$ cat src/rtl/ft_restore.sv
// ----------------------------------------------------------------------------
// ft_restore
// Recovery-side consumer of the fault-tolerance controller's halt signalling.
// On halt_i, every shadow register (sgpr) from FIRST_REG to NUM_REGS-1 is read
// and written into both cores' register files.
// The saved PC is then loaded into both cores and resume_o pulses for one
// cycle.
//
// Optional build macro: FT_RESTORE_VERIFY_EN
//   Adds rf_rdata_i / verify_err_o and a VERIFY state after every accepted
//   register write. The state compares core A's read-back with the written
//   data. verify_err_o is sticky until reset or the start of the next restore.
//
// Ports:
//   clk_i, rst_n   clock, asynchronous active-low reset
//   halt_i         recovery request (level, sampled in IDLE only)
//   sgpr_raddr_o   shadow register file read address
//   sgpr_rdata_i   shadow register file read data (combinational from address)
//   spc_i          saved PC
//   rf_waddr_o     register write address (shared by both cores)
//   rf_wdata_o     register write data (shared)
//   rf_we_a_o      core A register write enable
//   rf_we_b_o      core B register write enable
//   rf_ready_i     both cores accept the current write / PC load
//   pc_o           PC restore value
//   pc_we_o        PC load strobe
//   busy_o         restore in progress
//   resume_o       one-cycle restore-complete pulse
//   rf_rdata_i     (FT_RESTORE_VERIFY_EN) core A read-back at rf_waddr_o
//   verify_err_o   (FT_RESTORE_VERIFY_EN) sticky read-back mismatch flag
// ----------------------------------------------------------------------------
module ft_restore #(
   parameter int ADDR_WIDTH = 5,
   parameter int DATA_WIDTH = 32,
   parameter int NUM_REGS   = 32,
   parameter int FIRST_REG  = 1
) (
   input  logic                  clk_i,
   input  logic                  rst_n,
   input  logic                  halt_i,
   output logic [ADDR_WIDTH-1:0] sgpr_raddr_o,
   input  logic [DATA_WIDTH-1:0] sgpr_rdata_i,
   input  logic [DATA_WIDTH-1:0] spc_i,
   output logic [ADDR_WIDTH-1:0] rf_waddr_o,
   output logic [DATA_WIDTH-1:0] rf_wdata_o,
   output logic                  rf_we_a_o,
   output logic                  rf_we_b_o,
   input  logic                  rf_ready_i,
`ifdef FT_RESTORE_VERIFY_EN
   input  logic [DATA_WIDTH-1:0] rf_rdata_i,
   output logic                  verify_err_o,
`endif
   output logic [DATA_WIDTH-1:0] pc_o,
   output logic                  pc_we_o,
   output logic                  busy_o,
   output logic                  resume_o
);

   localparam logic [ADDR_WIDTH-1:0] FIRST_ADDR = ADDR_WIDTH'(FIRST_REG);
   localparam logic [ADDR_WIDTH-1:0] LAST_ADDR  = ADDR_WIDTH'(NUM_REGS - 1);
   // With no registers in range the restore is just a PC reload.
   localparam bit HAS_REGS = (FIRST_REG < NUM_REGS);

   typedef enum logic [2:0] {
      S_IDLE,
      S_READ,
      S_WRITE,
`ifdef FT_RESTORE_VERIFY_EN
      S_VERIFY,
`endif
      S_PC,
      S_DONE
   } state_t;

   state_t                  r_state;
   logic [ADDR_WIDTH-1:0]   r_cnt;
   logic [ADDR_WIDTH-1:0]   r_raddr;
   logic [ADDR_WIDTH-1:0]   r_waddr;
   logic [DATA_WIDTH-1:0]   r_wdata;
   logic                    r_we;
   logic [DATA_WIDTH-1:0]   r_pc;
   logic                    r_pc_we;
   logic                    r_busy;
   logic                    r_resume;
`ifdef FT_RESTORE_VERIFY_EN
   logic                    r_err;
`endif

   always_ff @(posedge clk_i or negedge rst_n) begin
      if (!rst_n) begin
         r_state  <= S_IDLE;
         r_cnt    <= FIRST_ADDR;
         r_raddr  <= '0;
         r_waddr  <= '0;
         r_wdata  <= '0;
         r_we     <= 1'b0;
         r_pc     <= '0;
         r_pc_we  <= 1'b0;
         r_busy   <= 1'b0;
         r_resume <= 1'b0;
`ifdef FT_RESTORE_VERIFY_EN
         r_err    <= 1'b0;
`endif
      end else begin
         case (r_state)
            S_IDLE: begin
               r_busy   <= 1'b0;
               r_resume <= 1'b0;
               if (halt_i) begin
                  r_busy <= 1'b1;
                  r_cnt  <= FIRST_ADDR;
`ifdef FT_RESTORE_VERIFY_EN
                  r_err  <= 1'b0;
`endif
                  if (HAS_REGS) begin
                     r_raddr <= FIRST_ADDR;
                     r_state <= S_READ;
                  end else begin
                     r_pc    <= spc_i;
                     r_pc_we <= 1'b1;
                     r_state <= S_PC;
                  end
               end
            end
            S_READ: begin
               r_wdata <= sgpr_rdata_i;
               r_waddr <= r_cnt;
               r_we    <= 1'b1;
               r_state <= S_WRITE;
            end
            S_WRITE: begin
               if (rf_ready_i) begin
                  r_we <= 1'b0;
`ifdef FT_RESTORE_VERIFY_EN
                  r_state <= S_VERIFY;
`else
                  if (r_cnt == LAST_ADDR) begin
                     r_pc    <= spc_i;
                     r_pc_we <= 1'b1;
                     r_state <= S_PC;
                  end else begin
                     r_cnt   <= r_cnt + 1'b1;
                     r_raddr <= r_cnt + 1'b1;
                     r_state <= S_READ;
                  end
`endif
               end
            end
`ifdef FT_RESTORE_VERIFY_EN
            S_VERIFY: begin
               // Address and data are still held, so the read-back refers to
               // the write just accepted.
               if (rf_rdata_i != r_wdata) r_err <= 1'b1;
               if (r_cnt == LAST_ADDR) begin
                  r_pc    <= spc_i;
                  r_pc_we <= 1'b1;
                  r_state <= S_PC;
               end else begin
                  r_cnt   <= r_cnt + 1'b1;
                  r_raddr <= r_cnt + 1'b1;
                  r_state <= S_READ;
               end
            end
`endif
            S_PC: begin
               if (rf_ready_i) begin
                  r_pc_we  <= 1'b0;
                  r_busy   <= 1'b0;
                  r_resume <= 1'b1;
                  r_state  <= S_DONE;
               end
            end
            S_DONE: begin
               r_resume <= 1'b0;
               r_busy   <= 1'b0;
               r_state  <= S_IDLE;
            end
            default: r_state <= S_IDLE;
         endcase
      end
   end

   assign sgpr_raddr_o = r_raddr;
   assign rf_waddr_o   = r_waddr;
   assign rf_wdata_o   = r_wdata;
   assign rf_we_a_o    = r_we;
   assign rf_we_b_o    = r_we;
   assign pc_o         = r_pc;
   assign pc_we_o      = r_pc_we;
   assign busy_o       = r_busy;
   assign resume_o     = r_resume;
`ifdef FT_RESTORE_VERIFY_EN
   assign verify_err_o = r_err;
`endif

endmodule

$ cat config.mk
export PLATFORM = sky130hd
export DESIGN_NAME = ft_restore
export DESIGN_NICKNAME = d
export VERILOG_FILES = /design/src/rtl/ft_restore.sv
export SDC_FILE = /design/constraint.sdc
export NUM_CORES = 1
export LEC_CHECK = 0
export CORE_MARGIN = 1.5
export CORE_UTILIZATION = 42
export CTS_CLUSTER_DIAMETER = 60
export DETAILED_ROUTE_END_ITERATION = 8
export GPL_TIMING_DRIVEN = 0
export PLACE_DENSITY = 0.81
export SETUP_SLACK_MARGIN = 0.02
export SKIP_CTS_REPAIR_TIMING = 1
export SLEW_MARGIN = 0
export SYNTH_ARGS = -nofsm -noshare
export SYNTH_HDL_FRONTEND = slang
export SYNTH_SLANG_ARGS = --single-unit
$ cat constraint.sdc
create_clock -name clk_i -period 2.1 [get_ports clk_i]
set_input_delay 0.21 -clock clk_i [delete_from_list [all_inputs] [get_ports clk_i]]
set_output_delay 0.21 -clock clk_i [all_outputs]
set_load 0.1 [all_outputs]
==> results.md <==
* Status: complete, no violations
* Final global-route overflow total at 0
* Area overhead of the layout relative to synthesis at 59.5%
* Max-Cap Viols at 0
* Worst hold slack after final layout at 0.400 ns
* Type of the setup path with the least slack: flop to output pin
* Avg Cell Area, Syn at 15.2 um^2
* Number of warnings reported in the yosys synthesis log at 0
* Max-slew headroom at 31.8%
* CP Data Arrival Time at 1.84 ns
* Boundary pin count at 147
* Minimum setup slack among reg-to-reg paths at 0.15 ns
* Synth Net Count at 287
* Clock transition at path regs at 0.08 ns
* Drt wl/cell at 15.3 um
* Number of buffers and inverters on the critical path at 1
* Total CTS buffers at 9
* Worst-case vdd ir drop at 1300 uV
* Setup repair after global routing missed its margin: false
* Hold WC Path Type: input port to asynchronous set/reset pin
* Max frequency at 487 MHz
* CP startpoint kind: flop
* Count of cell types in the netlist at 31
* Final wirelength at 7.41 mm
* Static leakage at 2.97 nW
* First-pass GRT wire length at 11.6 mm
* Fin nets at 446
* Cell Area, Synth at 3290 um^2
* DRC at 0
* Number of rows created at floorplan at 32
* Vias per Instance at 4.78
* Time the final worst path needs with I/O delays and setup at 2.05 ns
* Area of the die at 8370 um^2
* CTS root buffer: sky130_fd_sc_hd__clkbuf_8
* Critical Path End Type: output pin
* Number of antenna-violating nets in the routed design at 0
* Worst-skew pair later-pin latency at 0.33 ns
* Final weighted congestion of routability-driven global placement at 0.766
* Die extent in x at 91.5 um
* Starting density of the core at 43.0%
* All-Layer GR Usage at 17.7%
* Final worst-path cycle share at 97.8%
* Ratio of total power to cell area at 1650 nW/um^2
* Slowest stage cell, crit path: sky130_fd_sc_hd__clkdlybuf4s50_1
* Slowest Stage Delay on Critical Path at 1.15 ns
* Most common flop cell mapped by yosys: sky130_fd_sc_hd__dfrtp_1
* Number of cells on the worst reg-to-reg path at 6
* DRT iter0 DRCs at 33
* Number of detailed-route iterations in the first pass at 4
* Number of antenna violations at the first check in global routing at 0
* Port-buffer cells at 146
* Overall power at 0.00868 W
* Startpoint of the lowest-slack register-to-register path: r_cnt[1]
* Post-Synthesis Cells at 217
* Slew at the pin with the worst max-slew slack at 1.02 ns
* Count of H-tree levels built during CTS at 3
* Clk sinks at 82
* Worst path required time at 1.89 ns
* Layout cells sized above 1 at 26.8%
* Maximum buffer depth of the clock tree at 2
* Number of flops mapped to enable cells by yosys at 0
* Core region area at 7650 um^2
* Count of filler cells inserted in the layout at 546
* Count of vias placed by the detailed router at 2310
* Fraction of registers with async set/reset at 100%
* Dominant delay contributor by cell family on the critical path: buffers and inverters
* Cells along the critical path: clkdlybuf4s50_1
* Number of global-route vias before repair at 2395
* Capture instance of the worst register-to-register path: r_cnt[4]
* Final clock skew at 0.00998 ns
* HPWL reported at the end of detailed placement at 5.45 mm
* Chip Height at 91.5 um
* Seq cells post-synth at 82
* Number of max-slew violations in the final report at 0
* Final Hold Viols at 0
* TritonCTS clock tree: yes
* Maximum fanout count along the critical path at 2
* Maximum number of pins on one net before global-route repair at 47
* Ant. Diodes at 0
* Sequential share of the synthesized area at 62.4%
* Count of final setup violators at 0
[final cells by class]
class | instances | area, um^2 | share of cell area [%]
Clock buffer | 11 | 131 | 2.50
Clock inverter | 5 | 78.8 | 1.50
Buffer | 14 | 125 | 2.39
Sequential cell | 82 | 2050 | 39.1
Multi-Input combinational cell | 113 | 1090 | 20.8
Tap cell | 102 | 128 | 2.43
Inverter | 8 | 30.0 | 0.573
Timing Repair Buffer | 148 | 1610 | 30.7
[layer usage]
layer / routed length, um / up-vias / track usage (%) / share of wire (%)
met1: 3010 / 1147 / 21.1 / 41
met4: 56 / 0 / 6.51 / 0.76
met2: 3920 / 86 / 31.4 / 53
li1: - / 1071 / - / -
met5: 0 / - / 0 / 0
met3: 417 / 6 / 3.77 / 5.6
[worst max-delay path by stage]
stage | from | slack [ns] | to | depth (start not counted)
after global routing | rf_wdata_o[8] | 0.004 | rf_wdata_o[8] | 1
after floorplan | r_cnt[1] | 0.25 | r_cnt[1] | 6
after global placement | rst_n | -2.06 | sgpr_raddr_o[0] | 1
after detailed placement | r_cnt[1] | 0.01 | r_cnt[4] | 6
final | rf_wdata_o[13] | 0.05 | rf_wdata_o[13] | 1
after CTS | r_cnt[2] | -0.17 | sgpr_raddr_o[2] | 2
[sequential cells by signal, summed over array words and instances, names as in the netlist]
| name | cells |
|---|---|
| busy_o | 1 |
| rf_waddr_o | 5 |
| r_state | 3 |
| pc_we_o | 1 |
| sgpr_raddr_o | 1 |
| r_cnt | 5 |
| rf_we_a_o | 1 |
| rf_wdata_o | 32 |
| pc_o | 32 |
| resume_o | 1 |
[per-stage QoR]
step	TNS [ns]	cell area (um^2)	std cells	setup WS [ns]	util [%]
5_1_grt	0	5250	483	0.00369	68.6
3_3_place_gp	-167.78	4880	465	-2.06	63.8
3_5_place_dp	0	4900	466	0.0108	64.1
2_1_floorplan	0	3290	217	0.250	-
4_1_cts	-0.724	5110	482	-0.173	66.9
6_report	0	5250	483	0.0455	68.6
[synth_stat cells, types with 2 or more instances]
master                      n  area, um^2
sky130_fd_sc_hd__inv_1      7        26.3
sky130_fd_sc_hd__mux2_1     4        45.0
sky130_fd_sc_hd__a31oi_1    2        12.5
sky130_fd_sc_hd__mux2_2    65         732
sky130_fd_sc_hd__dfrtp_1   81        2030
sky130_fd_sc_hd__nand2_1    6        22.5
sky130_fd_sc_hd__o21a_1     2        15.0
sky130_fd_sc_hd__buf_6      6        67.6
sky130_fd_sc_hd__ha_1       2        25.0
sky130_fd_sc_hd__mux2i_1    3        30.0
sky130_fd_sc_hd__and3_1     3        18.8
sky130_fd_sc_hd__nand3_1    2        10.0
sky130_fd_sc_hd__buf_4      7        52.6
sky130_fd_sc_hd__nor2_1     3        11.3
sky130_fd_sc_hd__nand2b_1   2        12.5
sky130_fd_sc_hd__o21ai_0    5        25.0
sky130_fd_sc_hd__a21oi_1    3        15.0
[cell families after synthesis]
group,after synthesis,synth area share (%)
simple gates,24,4.57
flops,82,62.4
fa+ha+maj,2,0.761
buf+inv,22,4.72
compound gates,15,2.97
mux,72,24.5
[placed cells by master (no fill, tap or decap), types with 3 or more instances in the layout]
cell type                         synthesis  final
sky130_fd_sc_hd__clkdlybuf4s50_1          0    100
sky130_fd_sc_hd__dfrtp_1                 81     81
sky130_fd_sc_hd__mux2_2                  65     65
sky130_fd_sc_hd__dlymetal6s2s_1           0     45
sky130_fd_sc_hd__clkbuf_8                 0      9
sky130_fd_sc_hd__buf_4                    7      8
sky130_fd_sc_hd__inv_1                    7      7
sky130_fd_sc_hd__buf_6                    6      6
sky130_fd_sc_hd__nand2_1                  6      6
sky130_fd_sc_hd__o21ai_0                  5      5
sky130_fd_sc_hd__mux2_1                   4      4
sky130_fd_sc_hd__and3_1                   3      3
sky130_fd_sc_hd__mux2i_1                  3      3
sky130_fd_sc_hd__a21oi_1                  3      3
sky130_fd_sc_hd__nor2_1                   3      3
[where the power goes]
part           switching, W  leakage (nW)  internal, W
registers          0.000245          1.05      0.00203
logic               0.00378          1.81      0.00142
clock network      0.000528         0.107     0.000669
total               0.00456          2.97      0.00412
No activity file was read; power rests on OpenSTA's default activity.
